## config.mk

```make
export PLATFORM = sky130hd
export DESIGN_NAME = load_store_unit
export DESIGN_NICKNAME = d
export VERILOG_FILES = /design/src/rtl/lsu_pkg.sv /design/src/rtl/load_extend.sv /design/src/rtl/load_store_unit.sv
export SDC_FILE = /design/constraint.sdc
export NUM_CORES = 1
export LEC_CHECK = 0
export BUFFER_PORTS_ARGS = -buffer_cell sky130_fd_sc_hd__buf_2
export CAP_MARGIN = 30
export CELL_PAD_IN_SITES_DETAIL_PLACEMENT = 1
export CELL_PAD_IN_SITES_GLOBAL_PLACEMENT = 1
export CORE_MARGIN = 2
export CORE_UTILIZATION = 40
export DETAILED_ROUTE_END_ITERATION = 12
export PLACE_DENSITY = 0.95
export SLEW_MARGIN = 40
export SYNTH_ARGS = -nofsm -noshare
export SYNTH_HDL_FRONTEND = slang
export SYNTH_SLANG_ARGS = --single-unit
```

## constraint.sdc

```tcl
create_clock -name clk -period 3.5 [get_ports clk]
set_input_delay 0.35 -clock clk [delete_from_list [all_inputs] [get_ports clk]]
set_output_delay 0.35 -clock clk [all_outputs]
set_load 0.01 [all_outputs]
```

## src/rtl/lsu_pkg.sv

```systemverilog
// Shared definitions for the load/store unit: default data width, funct3 size
// codes, FSM state encoding and the alignment-mask helper used when the
// optional misalignment trap is built in (macro MISALIGN_TRAP_EN).
package lsu_pkg;

    localparam int unsigned LSU_XLEN = 64;

    // funct3 size codes
    localparam logic [2:0] F3_B   = 3'b000;
    localparam logic [2:0] F3_H   = 3'b001;
    localparam logic [2:0] F3_W   = 3'b010;
    localparam logic [2:0] F3_D   = 3'b011;
    localparam logic [2:0] F3_BU  = 3'b100;
    localparam logic [2:0] F3_HU  = 3'b101;
    localparam logic [2:0] F3_WU  = 3'b110;
    localparam logic [2:0] F3_ILL = 3'b111;

    typedef enum logic [2:0] {
        IDLE   = 3'd0,
        LOAD   = 3'd1,
        RMW_RD = 3'd2,
        WRITE  = 3'd3,
        RESP   = 3'd4
    } lsu_state_t;

    // Low address bits that must be zero for an access of the given size.
    function automatic logic [2:0] size_align_mask(input logic [2:0] funct3);
        case (funct3[1:0])
            2'b00:   size_align_mask = 3'b000;
            2'b01:   size_align_mask = 3'b001;
            2'b10:   size_align_mask = 3'b011;
            default: size_align_mask = 3'b111;
        endcase
    endfunction

endpackage

```

## src/rtl/load_extend.sv

```systemverilog
// Combinational byte select and sign/zero extension of a load word.
// Ports:
//   word   - memory word, bytes address..address+7 (little-endian)
//   funct3 - size code
//   result - extended load value (0 for the illegal code)
module load_extend
    import lsu_pkg::*;
#(
    parameter int unsigned XLEN = LSU_XLEN
) (
    input  logic [XLEN-1:0] word,
    input  logic [2:0]      funct3,
    output logic [XLEN-1:0] result
);

    always_comb begin
        result = '0;
        case (funct3)
            F3_B:    result = XLEN'($signed(word[7:0]));
            F3_H:    result = XLEN'($signed(word[15:0]));
            F3_W:    result = XLEN'($signed(word[31:0]));
            F3_D:    result = word;
            F3_BU:   result = XLEN'(word[7:0]);
            F3_HU:   result = XLEN'(word[15:0]);
            F3_WU:   result = XLEN'(word[31:0]);
            default: result = '0;
        endcase
    end

endmodule

```

## src/rtl/load_store_unit.sv

```systemverilog
// Load/store unit: accepts one core request at a time and performs it against a
// byte-addressed little-endian data memory. Sub-word stores use a
// read-modify-write of the addressed word. Optional macro MISALIGN_TRAP_EN
// turns non-size-aligned H/W/D accesses into error responses.
// Ports:
//   clk, rst          - clock, asynchronous active-low reset
//   req_*             - request handshake and payload (taken on valid && ready)
//   resp_*            - one-cycle completion pulse with load data / error flag
//   wrt_en, address,
//   write_data        - memory write strobe, byte address, write word
//   read_data         - combinational memory read word at address
module load_store_unit
    import lsu_pkg::*;
#(
    parameter int unsigned XLEN = LSU_XLEN
) (
    input  logic            clk,
    input  logic            rst,
    input  logic            req_valid,
    output logic            req_ready,
    input  logic            req_store,
    input  logic [2:0]      req_funct3,
    input  logic [XLEN-1:0] req_addr,
    input  logic [XLEN-1:0] req_wdata,
    output logic            resp_valid,
    output logic [XLEN-1:0] resp_rdata,
    output logic            resp_err,
    output logic            wrt_en,
    output logic [XLEN-1:0] address,
    output logic [XLEN-1:0] write_data,
    input  logic [XLEN-1:0] read_data
);

    lsu_state_t      state_q, state_d;
    logic [2:0]      funct3_q, funct3_d;
    logic            store_q, store_d;
    logic [XLEN-1:0] wdata_q, wdata_d;
    logic [XLEN-1:0] addr_d;
    logic [XLEN-1:0] write_data_d;
    logic [XLEN-1:0] resp_rdata_d;
    logic            resp_err_d;
    logic            illegal;
    logic [XLEN-1:0] load_value;
    logic [XLEN-1:0] merged;

    load_extend #(
        .XLEN (XLEN)
    ) u_load_extend (
        .word   (read_data),
        .funct3 (funct3_q),
        .result (load_value)
    );

    // Request legality: reserved code, unsigned store codes, optional misalignment.
    always_comb begin
        illegal = (req_funct3 == F3_ILL) || (req_store && req_funct3[2]);
`ifdef MISALIGN_TRAP_EN
        if ((req_addr[2:0] & size_align_mask(req_funct3)) != 3'b000) begin
            illegal = 1'b1;
        end
`else
        illegal = illegal;
`endif
    end

    // Sub-word store merge: low bytes from store data, upper bytes from memory.
    always_comb begin
        merged = read_data;
        case (funct3_q[1:0])
            2'b00:   merged[7:0]  = wdata_q[7:0];
            2'b01:   merged[15:0] = wdata_q[15:0];
            2'b10:   merged[31:0] = wdata_q[31:0];
            default: merged       = wdata_q;
        endcase
    end

    // Next-state and next-output logic.
    always_comb begin
        state_d      = state_q;
        funct3_d     = funct3_q;
        store_d      = store_q;
        wdata_d      = wdata_q;
        addr_d       = address;
        write_data_d = write_data;
        resp_rdata_d = '0;
        resp_err_d   = 1'b0;
        case (state_q)
            IDLE: begin
                if (req_valid) begin
                    funct3_d = req_funct3;
                    store_d  = req_store;
                    wdata_d  = req_wdata;
                    addr_d   = req_addr;
                    if (illegal) begin
                        state_d    = RESP;
                        resp_err_d = 1'b1;
                    end else if (!req_store) begin
                        state_d = LOAD;
                    end else if (req_funct3 == F3_D) begin
                        state_d      = WRITE;
                        write_data_d = req_wdata;
                    end else begin
                        state_d = RMW_RD;
                    end
                end
            end
            LOAD: begin
                resp_rdata_d = store_q ? '0 : load_value;
                state_d      = RESP;
            end
            RMW_RD: begin
                write_data_d = merged;
                state_d      = WRITE;
            end
            WRITE:   state_d = RESP;
            RESP:    state_d = IDLE;
            default: state_d = IDLE;
        endcase
    end

    // State and registered outputs; handshake/strobes decode the next state.
    always_ff @(posedge clk or negedge rst) begin
        if (!rst) begin
            state_q    <= IDLE;
            funct3_q   <= 3'b000;
            store_q    <= 1'b0;
            wdata_q    <= '0;
            address    <= '0;
            write_data <= '0;
            resp_rdata <= '0;
            resp_err   <= 1'b0;
            resp_valid <= 1'b0;
            wrt_en     <= 1'b0;
            req_ready  <= 1'b1;
        end else begin
            state_q    <= state_d;
            funct3_q   <= funct3_d;
            store_q    <= store_d;
            wdata_q    <= wdata_d;
            address    <= addr_d;
            write_data <= write_data_d;
            resp_rdata <= resp_rdata_d;
            resp_err   <= resp_err_d;
            resp_valid <= (state_d == RESP);
            wrt_en     <= (state_d == WRITE);
            req_ready  <= (state_d == IDLE);
        end
    end

endmodule

```

-- Word-level counts from Yosys, hierarchy flattened
Cells that the tools add are included.
- flip-flop bits (word level): 267
- output and inout bits: 196
- input port bits: 199
- word-level logic and storage cells: 61
- reductions and logical operators: 12
- muxes and demuxes: 19
- equality and inequality tests: 19
- operator list (kind ; number):
    $pmux 64 s7 ; 1
    $mux 64 ; 6
    $pmux 64 s2 ; 1
    $mux 32 ; 1
    $eq 3x2->1 const B ; 6
    $mux 16 ; 1
    $eq 3x3->1 const B ; 5
    $logic_not 3->1 ; 3
    $pmux 3 s3 ; 1
    $mux 8 ; 1
    $ne 2x2->1 const B ; 4
    $eq 3x1->1 const B ; 2
    $mux 3 ; 2
    $reduce_and 5->1 ; 1
    $mux 1 ; 4
    $reduce_or 2->1 ; 2
    $reduce_or 3->1 ; 1
    $eq 2x1->1 const B ; 1
    $eq 2x2->1 const B ; 1
    $logic_not 2->1 ; 1
    $mux 2 ; 1
    $reduce_and 2->1 ; 1
    $reduce_bool 2->1 ; 1
    $logic_and 1x1->1 ; 1
    $logic_or 1x1->1 ; 1

-- Logic depth before layout (Yosys ltp)
Gate-level depths: netlist of run 1.
- depth after elaboration: 7
- depth in mapped cells: 7

-- Cells and area by module
From an unflattened synthesis of run 1, not the netlist that was laid out.
- cell total of the unflattened synthesis: 1271
- area total of the unflattened synthesis: 12002.8 sq um
- modules (own cells, without submodules) (module ; sequential area each (sq um) ; area each (sq um) ; times used ; cells each):
    load_store_unit ; 6682.7 ; 10896.7 ; 1 ; 1111
    load_extend ; 0.0 ; 1106.1 ; 1 ; 160

-- Least setup slack after synthesis of run 1
Ideal clock, no wire load.
- kind: register to register
- start: register state_q[0]
- end: register write_data[11]
- cell stages (with the launch flop): 6
- arrival: 1.574 ns
- path slack: 1.787 ns
- buffers on the path: 2
- path through: dfrtp_1 > or4b_1 > clkbuf_1 > clkbuf_1 > o211ai_1 > o211ai_1
- longest elaborated chain between the ends: 3
- elaborated cells between the ends (all ways): 9
- classes of those cells: eq/ne (5); mux (1); reduce/logical (3)
- RTL lines (item ; line ; text):
    from (decl) ; load_store_unit.sv:34 ; lsu_state_t state_q, state_d;
    from (signal assigned) ; load_store_unit.sv:136 ; state_q <= state_d;
    $eq 3x2->1 / $logic_not 3->1 (equally long branches) ; load_store_unit.sv:87 ; case (state_q)
    $reduce_bool 2->1 (no source line) / $ne 2x2->1 (equally long branches) ; - ;
    $reduce_and 5->1 (no source line) ; - ;
    to (signal assigned) ; load_store_unit.sv:141 ; write_data <= write_data_d;
    to (decl) ; load_store_unit.sv:30 ; output logic [XLEN-1:0] write_data,
Several ways; a longest one is shown, not always the timed one.
A chain may end at the register's enable or synchronous reset.

-- Worst setup path after layout of run 1
- start: register funct3_q[1]
- end: register resp_rdata[42]
- longest elaborated chain between the ends: 4
- elaborated cells between the ends (all ways): 10
- classes of those cells: eq/ne (6); mux (3); reduce/logical (1)
- RTL lines (item ; line ; text):
    from (decl) ; load_store_unit.sv:35 ; logic [2:0] funct3_q, funct3_d;
    from (signal assigned) ; load_store_unit.sv:137 ; funct3_q <= funct3_d;
    $eq 3x3->1, or another cell as far along ; load_extend.sv:18 ; case (funct3)
    $pmux 64 s7 (*) ; load_extend.sv:18 ;
    $mux 64 (*) ; load_store_unit.sv:108 ; resp_rdata_d = store_q ? '0 : load_value;
    $mux 64 (*) ; load_store_unit.sv:87 ;
    net resp_rdata_d[42] ; load_store_unit.sv:40 ; logic [XLEN-1:0] resp_rdata_d;
    to (signal assigned) ; load_store_unit.sv:142 ; resp_rdata <= resp_rdata_d;
    to (decl) ; load_store_unit.sv:26 ; output logic [XLEN-1:0] resp_rdata,
The timed path passes the listed nets; every way through them passes the cells marked *.

==> results of run 1 <==
[metrics by stage]
stage | cell area (um2) | instances
2_1_floorplan | 11300 | 1197
3_3_place_gp | 13500 | 1880
3_5_place_dp | 13500 | 1881
4_1_cts | 15000 | 1977
5_1_grt | 15000 | 1985
6_report | 15000 | 1986
[repair_timing]
item / CTS / global route
endpoints found under the hold margin: 118 / 0
hold buffers: 44 / 0
setup endpoints to repair: 0 / 0
[final cells by class]
type | count | share of cell area [%]
inverter | 1 | 0.0250
multi-input combinational | 825 | 28.0
clock inverter | 8 | 0.651
antenna | 9 | 0.150
timing repair buffer | 454 | 17.5
tap | 378 | 3.15
sequential | 267 | 44.6
clock buffer | 44 | 5.95
[layer usage]
| metal | up-vias | part of all wire (%) | GRT usage [%] |
|---|---|---|---|
| li1 | 4807 | - | - |
| met1 | 5536 | 35 | 33.3 |
| met2 | 552 | 52 | 55.0 |
| met3 | 166 | 7.6 | 7.23 |
| met4 | 2 | 5.1 | 14.5 |
| met5 | - | 0.029 | 0 |
[registers in the layout, summed over array words and instances (netlist names)]
| name | count |
|---|---|
| resp_err | 1 |
| write_data | 64 |
| wdata_q | 64 |
| req_ready | 1 |
| wrt_en | 1 |
| address | 64 |
| resp_valid | 1 |
| funct3_q | 3 |
| state_q | 3 |
| store_q | 1 |
| resp_rdata | 64 |
[synthesized netlist by cell type, drive strengths merged]
cell type / instances
nand2b: 2
mux2i: 33
a211oi: 24
or2: 1
nor2b: 6
o211ai: 44
a21o: 4
buf: 40
inv: 1
or3b: 1
or3: 1
nand4: 3
clkbuf: 64
a31oi: 71
nand4bb: 1
and2: 9
o221ai: 10
nand2: 457
and3: 19
a21oi: 18
o21ai: 35
dfstp: 1
nand4b: 1
o21a: 1
dfrtp: 266
nand3: 62
nor2: 16
o31ai: 1
or4b: 2
nor4b: 2
and4b: 1
[critical path, delay by kind of cell, from the launching register on]
| kind | cells | cell delay, ns |
|---|---|---|
| and+or+nand+nor | 2 | 1.13 |
| buffers and inverters | 1 | 0.51 |
| AOI/OAI and AO/OA | 1 | 0.16 |
| DFF | 1 | 0.65 |
[report_power, final]
group	leakage (nW)	switching [mW]	internal, mW	total (mW)
clock	0.482	1.32	1.89	3.22
sequential	3.36	0.867	4.36	5.22
combinational	3.89	3.46	1.85	5.31
[path summary, 6_finish.rpt]
| check | startpoint | endpoint | slack, ns | cells after the start |
|---|---|---|---|---|
| max | funct3_q[1] | resp_rdata[42] | 0.81 | 4 |
| min | req_wdata[31] | wdata_q[31] | 0.01 | 3 |
| max reg2reg | funct3_q[1] | resp_rdata[42] | 0.81 | 4 |
| min reg2reg | wdata_q[33] | wdata_q[33] | 0.47 | 2 |
| max in group asynchronous | rst | address[11] | 2.19 | 3 |
| min in group asynchronous | rst | resp_rdata[47] | 0.38 | 2 |
[logic make-up (layout without fill, tap and decap cells)]
family | after synthesis | count (layout) | synth area share [%]
simple gates | 584 | 584 | 21.6
mux | 33 | 33 | 2.93
flops | 267 | 267 | 59.2
other cells | 0 | 9 | 0
buf+inv | 105 | 507 | 3.96
compound gates | 208 | 208 | 12.3
==> report_table.html, run 1 <==
<table>
<tr><th>Metric</th><th>Value</th></tr>
<tr><th colspan="2">Routing</th></tr>
<tr><td>Number of search-and-repair iterations in the first detailed-routing pass</td><td>5</td></tr>
<tr><td>Vias per inst</td><td>5.57</td></tr>
<tr><td>Detailed-route via count</td><td>11.1k</td></tr>
<tr><td>Remaining number of nets flagged by the antenna check after routing</td><td>0</td></tr>
<tr><td>Wire length after detailed routing</td><td>45.4 mm</td></tr>
<tr><td>Number of design-rule violations left by the first detailed-router iteration</td><td>711</td></tr>
<tr><td>Routed length per placed instance</td><td>22.9 um</td></tr>
<tr><td>Remaining routing DRC violations</td><td>0</td></tr>
<tr><th colspan="2">Place</th></tr>
<tr><td>Worst setup timing slack at the placement stage</td><td>0.907 ns</td></tr>
<tr><td>RePlAce Congestion</td><td>0.802</td></tr>
<tr><td>Half-perimeter wire length after placement</td><td>27.9 mm</td></tr>
<tr><td>Count of buffers from port buffering</td><td>394</td></tr>
<tr><th colspan="2">Clock tree</th></tr>
<tr><td>Clock-pin slew on the worst setup and hold paths</td><td>0.06 ns</td></tr>
<tr><td>Number of gates resized after cts</td><td>0</td></tr>
<tr><td>Cell at the root of the clock tree</td><td>clkbuf_16</td></tr>
<tr><td>Maximum clock insertion buffer count</td><td>3</td></tr>
<tr><td>Number of clock sinks seen by CTS</td><td>267</td></tr>
<tr><td>Number of H-tree branching levels</td><td>1</td></tr>
<tr><td>Post CTS Setup Buffer Count</td><td>0</td></tr>
<tr><td>TritonCTS clock tree</td><td>built</td></tr>
<tr><td>CTS buffer count</td><td>29</td></tr>
<tr><td>Worst-Skew Late Latency</td><td>0.56 ns</td></tr>
<tr><th colspan="2">GRT</th></tr>
<tr><td>Initial antenna violation count</td><td>9</td></tr>
<tr><td>Total routing usage reported by global routing</td><td>30.3%</td></tr>
<tr><td>Pin count of the biggest net entering global routing</td><td>120</td></tr>
<tr><td>Via count of the first global-routing pass</td><td>12.3k</td></tr>
<tr><td>Total congestion overflow after global routing</td><td>0</td></tr>
<tr><td>First-pass GRT wire length</td><td>69.4 mm</td></tr>
<tr><th colspan="2">STA</th></tr>
<tr><td>Final hold slack</td><td>0.0102 ns</td></tr>
<tr><td>Top achievable clock speed</td><td>372 MHz</td></tr>
<tr><td>Number of pins with negative max-slew slack in the final report</td><td>0</td></tr>
<tr><td>Final number of setup-violating endpoints</td><td>0</td></tr>
<tr><td>Final hold vios</td><td>0</td></tr>
<tr><td>Min Clock Period, post-route</td><td>2.69 ns</td></tr>
<tr><td>Least-Margin Pin Slew</td><td>0.833 ns</td></tr>
<tr><td>Headroom to the max-slew limit</td><td>44.5%</td></tr>
<tr><td>Setup Skew</td><td>0.0178 ns</td></tr>
<tr><td>Unrepaired setup endpoints after global routing</td><td>no</td></tr>
<tr><td>Share of the clock period used by the worst path</td><td>76.8%</td></tr>
<tr><td>Total negative slack for setup checks</td><td>0 ns</td></tr>
<tr><td>Final setup margin</td><td>0.811 ns</td></tr>
<tr><th colspan="2">Layout</th></tr>
<tr><td>Fill count</td><td>3,265</td></tr>
<tr><td>Most common cell after layout, fill and taps aside</td><td>nand2_1</td></tr>
<tr><td>Fraction of layout cells with a size suffix above 1</td><td>30.1%</td></tr>
<tr><td>Core Util, Final</td><td>54.0%</td></tr>
<tr><td>Post-synthesis to final-layout area growth</td><td>32.9%</td></tr>
<tr><td>Multi-input gate area in the final layout</td><td>4200 um2</td></tr>
<tr><td>Area of all sequential standard cells</td><td>6680 um2</td></tr>
<tr><td>Final Net Count</td><td>1,777</td></tr>
<tr><td>Most used cells in the layout excluding fill and tap cells</td><td>nand2_1 (457), buf_2 (393), dfrtp_1 (265)</td></tr>
<tr><th colspan="2">Synth</th></tr>
<tr><td>Post-synthesis instance area</td><td>11,300 um2</td></tr>
<tr><td>Net count of the mapped netlist</td><td>1,396</td></tr>
<tr><td>Synthesized area per cell</td><td>9.43 um2</td></tr>
<tr><td>Portion of the post-synthesis area used by sequential elements</td><td>59.2%</td></tr>
<tr><td>Fraction of post-synthesis cell area in the top cell type by area</td><td>59.0%</td></tr>
<tr><td>Number of distinct standard cells referenced by the synthesized netlist</td><td>38</td></tr>
<tr><td>Dominant cells by area after synthesis</td><td>dfrtp_1 (59%), nand2_1 (15%), a31oi_1 (3.9%), mux2i_1 (2.9%), o211ai_1 (2.9%)</td></tr>
<tr><td>Synthesized instance count</td><td>1,197</td></tr>
<tr><td>Warning count from the yosys run</td><td>0</td></tr>
<tr><td>Flops &amp; latches, synth</td><td>267</td></tr>
<tr><td>Yosys top cell by area</td><td>dfrtp_1</td></tr>
<tr><th colspan="2">Min path</th></tr>
<tr><td>Worst hold path type</td><td>in2reg</td></tr>
<tr><th colspan="2">Worst setup path</th></tr>
<tr><td>Max incr delay on CP</td><td>0.69 ns</td></tr>
<tr><td>CP arrival</td><td>3.05 ns</td></tr>
<tr><td>Worst EP required</td><td>3.86 ns</td></tr>
<tr><td>Worst setup SP type</td><td>flip-flop</td></tr>
<tr><td>Worst setup path class</td><td>reg2reg</td></tr>
<tr><td>Critical path's slowest cell</td><td>nand2b_4</td></tr>
<tr><td>Crit. End Element</td><td>flip-flop</td></tr>
<tr><td>Critical path peak fanout</td><td>49</td></tr>
<tr><td>Cell-by-cell listing of the critical path</td><td>buf_4 &gt; nand3_1 &gt; nand2b_4 &gt; a31oi_1</td></tr>
<tr><th colspan="2">Outcome</th></tr>
<tr><td>Status</td><td>complete, no violations</td></tr>
<tr><th colspan="2">Flow run</th></tr>
<tr><td>Number of maximum-capacitance violations</td><td>0</td></tr>
<tr><th colspan="2">Die</th></tr>
<tr><td>Die Outline Area</td><td>29,600 um2</td></tr>
<tr><td>Number of primary I/O pins</td><td>395</td></tr>
<tr><td>Core region area</td><td>27,800 um2</td></tr>
<tr><td>Number of rows created at floorplan</td><td>61</td></tr>
<tr><td>Height of the chip</td><td>172 um</td></tr>
<tr><td>Initial standard-cell utilization of the core</td><td>40.6%</td></tr>
<tr><td>Horizontal die dimension</td><td>172 um</td></tr>
<tr><th colspan="2">Power</th></tr>
<tr><td>Total power after layout</td><td>13.7 mW</td></tr>
<tr><td>Worst ir drop on vdd</td><td>509 uV</td></tr>
<tr><td>Leakage</td><td>7.73 nW</td></tr>
<tr><td>Power per unit of standard cell area</td><td>917 nW/um2</td></tr>
</table>
(Power assumes the default switching activity.)
==> inputs of run 2 (changes only) <==
- ABC_AREA: default -> 1
- CORE_UTILIZATION: 40 -> 33
- PLACE_DENSITY: 0.95 -> 0.88
- clock period: 3.5 -> 2.43 ns (I/O delays scaled with it)
==> report_table.html, run 2 <==
<table>
<tr><th>Metric</th><th>Value</th></tr>
<tr><th colspan="2">Outcome</th></tr>
<tr><td>Status</td><td>complete, no violations (unchanged)</td></tr>
<tr><th colspan="2">Worst setup path</th></tr>
<tr><td>Capturing point of the worst reg2reg path</td><td>write_data[24] (was resp_rdata[42])</td></tr>
<tr><td>Cell-by-cell listing of the critical path</td><td>nor2_1 &gt; nand2_4 &gt; o21ai_4 &gt; buf_4 &gt; nand3_1 &gt; nand2_1 (was buf_4 &gt; nand3_1 &gt; nand2b_4 &gt; a31oi_1)</td></tr>
<tr><td>Max incr delay on CP</td><td>0.69 ns (about the same)</td></tr>
<tr><td>Depth of the worst register-to-register path</td><td>6 (was 4)</td></tr>
<tr><td>Worst reg-to-reg setup slack</td><td>0.18 ns (was 0.81 ns)</td></tr>
<tr><td>Worst setup SP type</td><td>flip-flop (unchanged)</td></tr>
<tr><td>Critical path peak fanout</td><td>64 (was 49)</td></tr>
<tr><td>Beginning of the worst register-to-register path</td><td>state_q[1] (was funct3_q[1])</td></tr>
<tr><td>Worst EP required</td><td>2.89 ns (was 3.86 ns)</td></tr>
<tr><td>CP arrival</td><td>2.71 ns (was 3.05 ns)</td></tr>
<tr><td>Critical path's slowest cell</td><td>buf_4 (was nand2b_4)</td></tr>
<tr><td>Crit. End Element</td><td>flip-flop (unchanged)</td></tr>
<tr><td>Worst setup path class</td><td>reg2reg (unchanged)</td></tr>
<tr><th colspan="2">Layout</th></tr>
<tr><td>Most common cell after layout, fill and taps aside</td><td>nand2_1 (unchanged)</td></tr>
<tr><td>Final Net Count</td><td>2,253 (was 1,777)</td></tr>
<tr><td>Fraction of layout cells with a size suffix above 1</td><td>24.4% (was 30.1%)</td></tr>
<tr><td>Most used cells in the layout excluding fill and tap cells</td><td>nand2_1 (647), buf_2 (393), dfrtp_1 (264) (was nand2_1 (457), buf_2 (393), dfrtp_1 (265))</td></tr>
<tr><td>Fill count</td><td>4,326 (was 3,265)</td></tr>
<tr><td>Post-synthesis to final-layout area growth</td><td>44.3% (was 32.9%)</td></tr>
<tr><th colspan="2">Die</th></tr>
<tr><td>Number of rows created at floorplan</td><td>69 (was 61)</td></tr>
<tr><td>Horizontal die dimension</td><td>195 um (was 172 um)</td></tr>
<tr><td>Die Outline Area</td><td>37,900 um2 (was 29,600 um2)</td></tr>
<tr><td>Number of primary I/O pins</td><td>395 (unchanged)</td></tr>
<tr><td>Initial standard-cell utilization of the core</td><td>33.6% (was 40.6%)</td></tr>
<tr><td>Core region area</td><td>35,700 um2 (was 27,800 um2)</td></tr>
<tr><td>Height of the chip</td><td>195 um (was 172 um)</td></tr>
<tr><th colspan="2">Routing</th></tr>
<tr><td>Vias per inst</td><td>5.11 (was 5.57)</td></tr>
<tr><td>Wire length after detailed routing</td><td>51.6 mm (was 45.4 mm)</td></tr>
<tr><td>Detailed-route via count</td><td>13.0k (was 11.1k)</td></tr>
<tr><td>Number of design-rule violations left by the first detailed-router iteration</td><td>642 (was 711)</td></tr>
<tr><td>Remaining number of nets flagged by the antenna check after routing</td><td>0 (unchanged)</td></tr>
<tr><td>Number of search-and-repair iterations in the first detailed-routing pass</td><td>5 (unchanged)</td></tr>
<tr><td>Routed length per placed instance</td><td>20.3 um (was 22.9 um)</td></tr>
<tr><td>Remaining routing DRC violations</td><td>0 (unchanged)</td></tr>
<tr><th colspan="2">Power</th></tr>
<tr><td>Switching share of total power</td><td>43.5% (was 41.1%)</td></tr>
<tr><td>Internal power summed over all cells</td><td>12.2 mW (was 8.10 mW)</td></tr>
<tr><td>Clock group share of total power</td><td>24.4% (was 23.4%)</td></tr>
<tr><td>Worst ir drop on vdd</td><td>587 uV (was 509 uV)</td></tr>
<tr><td>Total power after layout</td><td>21.7 mW (was 13.7 mW)</td></tr>
<tr><td>Leakage</td><td>9.57 nW (was 7.73 nW)</td></tr>
<tr><td>Total net switching power</td><td>9.43 mW (was 5.65 mW)</td></tr>
<tr><td>Power per unit of standard cell area</td><td>1250 nW/um2 (was 917 nW/um2)</td></tr>
<tr><td>Combinational power share</td><td>42.4% (was 38.6%)</td></tr>
<tr><td>Flop pwr share</td><td>33.3% (was 38.0%)</td></tr>
<tr><th colspan="2">Clock tree</th></tr>
<tr><td>Cell at the root of the clock tree</td><td>clkbuf_16 (unchanged)</td></tr>
<tr><td>Worst-Skew Late Latency</td><td>0.53 ns (was 0.56 ns)</td></tr>
<tr><td>CTS buffer count</td><td>34 (was 29)</td></tr>
<tr><td>Number of buffers inserted for hold repair after clock tree synthesis</td><td>164 (was 44)</td></tr>
<tr><td>Post CTS Setup Buffer Count</td><td>0 (unchanged)</td></tr>
<tr><td>Number of gates resized after cts</td><td>0 (unchanged)</td></tr>
<tr><td>Maximum clock insertion buffer count</td><td>3 (unchanged)</td></tr>
<tr><td>Number of clock sinks seen by CTS</td><td>267 (unchanged)</td></tr>
<tr><td>Clock-pin slew on the worst setup and hold paths</td><td>0.06 ns (about the same)</td></tr>
<tr><td>TritonCTS clock tree</td><td>built (unchanged)</td></tr>
<tr><td>Number of H-tree branching levels</td><td>2 (was 1)</td></tr>
<tr><th colspan="2">Min path</th></tr>
<tr><td>Depth of the worst hold-timing path</td><td>3 (unchanged)</td></tr>
<tr><td>Worst hold path type</td><td>in2reg (unchanged)</td></tr>
<tr><td>Worst Min Path Start</td><td>read_data[31] (was req_wdata[31])</td></tr>
<tr><td>Hold endpoint</td><td>resp_rdata[31] (was wdata_q[31])</td></tr>
<tr><th colspan="2">Synth</th></tr>
<tr><td>Ys async rst share</td><td>100% (unchanged)</td></tr>
<tr><td>Flops &amp; latches, synth</td><td>267 (unchanged)</td></tr>
<tr><td>EDFF count, synth</td><td>0 (unchanged)</td></tr>
<tr><td>Most frequent cell after synthesis</td><td>nand2_1 (unchanged)</td></tr>
<tr><td>Warning count from the yosys run</td><td>0 (unchanged)</td></tr>
<tr><td>Dominant cells by area after synthesis</td><td>dfrtp_1 (55%), nand2_1 (20%), o21ai_0 (6.3%), nand3_1 (4.7%), nor2_1 (3.5%) (was dfrtp_1 (59%), nand2_1 (15%), a31oi_1 (3.9%), mux2i_1 (2.9%), o211ai_1 (2.9%))</td></tr>
<tr><td>Post-synthesis instance area</td><td>12,000 um2 (was 11,300 um2)</td></tr>
<tr><td>Yosys top cell by area</td><td>dfrtp_1 (unchanged)</td></tr>
<tr><td>Top post-synthesis cells by count</td><td>nand2_1 (648), dfrtp_1 (266), o21ai_0 (152) (was nand2_1 (457), dfrtp_1 (266), a31oi_1 (71))</td></tr>
<tr><td>Most instantiated flip-flop cell in the synthesis netlist</td><td>dfrtp_1 (unchanged)</td></tr>
<tr><td>Synthesized area per cell</td><td>7.82 um2 (was 9.43 um2)</td></tr>
<tr><td>Portion of the post-synthesis area used by sequential elements</td><td>55.7% (was 59.2%)</td></tr>
<tr><td>Synthesized instance count</td><td>1,534 (was 1,197)</td></tr>
<tr><td>Net count of the mapped netlist</td><td>1,733 (was 1,396)</td></tr>
<tr><td>Fraction of post-synthesis cell area in the top cell type by area</td><td>55.5% (was 59.0%)</td></tr>
<tr><td>Number of distinct standard cells referenced by the synthesized netlist</td><td>23 (was 38)</td></tr>
<tr><th colspan="2">STA</th></tr>
<tr><td>Top achievable clock speed</td><td>444 MHz (was 372 MHz)</td></tr>
<tr><td>Headroom to the max-slew limit</td><td>43.0% (was 44.5%)</td></tr>
<tr><td>Number of pins with negative max-slew slack in the final report</td><td>0 (unchanged)</td></tr>
<tr><td>Total negative slack for setup checks</td><td>0 ns (unchanged)</td></tr>
<tr><td>Min Clock Period, post-route</td><td>2.25 ns (was 2.69 ns)</td></tr>
<tr><td>Final hold vios</td><td>0 (unchanged)</td></tr>
<tr><td>Final number of setup-violating endpoints</td><td>0 (unchanged)</td></tr>
<tr><td>Setup Skew</td><td>0.0219 ns (was 0.0178 ns)</td></tr>
<tr><td>Least-Margin Pin Slew</td><td>0.855 ns (was 0.833 ns)</td></tr>
<tr><td>Share of the clock period used by the worst path</td><td>92.7% (was 76.8%)</td></tr>
<tr><td>Unrepaired setup endpoints after global routing</td><td>no (unchanged)</td></tr>
<tr><th colspan="2">Place</th></tr>
<tr><td>Count of buffers from port buffering</td><td>394 (unchanged)</td></tr>
<tr><td>Half-perimeter wire length after placement</td><td>30.1 mm (was 27.9 mm)</td></tr>
<tr><td>RePlAce Congestion</td><td>0.811 (was 0.802)</td></tr>
<tr><th colspan="2">GRT</th></tr>
<tr><td>Initial antenna violation count</td><td>9 (unchanged)</td></tr>
<tr><td>Pin count of the biggest net entering global routing</td><td>98 (was 120)</td></tr>
<tr><td>Total congestion overflow after global routing</td><td>0 (unchanged)</td></tr>
<tr><td>Via count of the first global-routing pass</td><td>14.7k (was 12.3k)</td></tr>
<tr><td>First-pass GRT wire length</td><td>81.2 mm (was 69.4 mm)</td></tr>
<tr><td>Total routing usage reported by global routing</td><td>27.2% (was 30.3%)</td></tr>
<tr><th colspan="2">Flow run</th></tr>
<tr><td>Number of maximum-capacitance violations</td><td>0 (unchanged)</td></tr>
</table>
[run 2: final cells by class]
type | instances | area (um2) | share of cell area [%]
Antenna cell | 8 | 20.0 | 0.116
Clock buffer | 44 | 1000 | 5.79
Clock inverter | 12 | 145 | 0.838
Inverter | 90 | 338 | 1.95
Multi-Input combinational cell | 1073 | 4550 | 26.3
Sequential cell | 267 | 6690 | 38.6
Tap cell | 461 | 577 | 3.33
Timing Repair Buffer | 588 | 3990 | 23.1
[run 2: metrics by stage]
stage / hold slack (ns) / instances / area, um2 / util, % / setup WS [ns]
5_1_grt: 0.0301 / 2543 / 17300 / 48.6 / 0.0825
4_1_cts: 0.0106 / 2535 / 17300 / 48.5 / 0.221
6_report: 0.0348 / 2543 / 17300 / 48.6 / 0.177
2_1_floorplan: -0.0526 / 1534 / 12000 / - / 0.987
3_3_place_gp: 0.195 / 2312 / 14400 / 40.5 / 0.392
3_5_place_dp: 0.197 / 2315 / 14500 / 40.7 / 0.322
[run 2: critical path, delay by kind of cell (launching register included)]
kind,cells,cell delay (ns)
buffers and inverters,1,0.69
flip-flops,1,0.43
AND/OR/NAND/NOR,4,0.90
AO/OA/AOI/OAI,1,0.16
[run 2: routing by layer]
| layer | up-vias | wire, um | share of wire, % | track usage [%] |
|---|---|---|---|---|
| met2 | 549 | 25900 | 50 | 47.8 |
| met3 | 167 | 3380 | 6.6 | 5.66 |
| met1 | 6471 | 19600 | 38 | 30.8 |
| met5 | - | 27 | 0.052 | 0 |
| li1 | 5813 | - | - | - |
| met4 | 4 | 2740 | 5.3 | 15.7 |
[run 2: logic make-up after synthesis]
| group | synth area share, % |
|---|---|
| compound gates | 8.45 |
| simple gates | 29.0 |
| flops | 55.7 |
| buf+inv | 6.82 |
[run 2: worst max path at each step]
stage / start / to / cells past startpoint
5_1_grt: state_q[1] / write_data[24] / 6
4_1_cts: state_q[1] / write_data[24] / 6
3_3_place_gp: funct3_q[2] / resp_rdata[21] / 4
3_5_place_dp: state_q[1] / write_data[17] / 6
2_1_floorplan: state_q[1] / write_data[16] / 8
6_report: state_q[1] / write_data[24] / 6
[run 2: power groups by stage]
stage	Combinational (mW)	Sequential (mW)	Clock, mW
global placement	8.14	7.04	0
detailed placement	8.62	7.12	0
floorplan	4.59	7.52	0
CTS	8.91	7.10	5.35
global route	10.1	7.37	5.58
finish	9.18	7.21	5.28
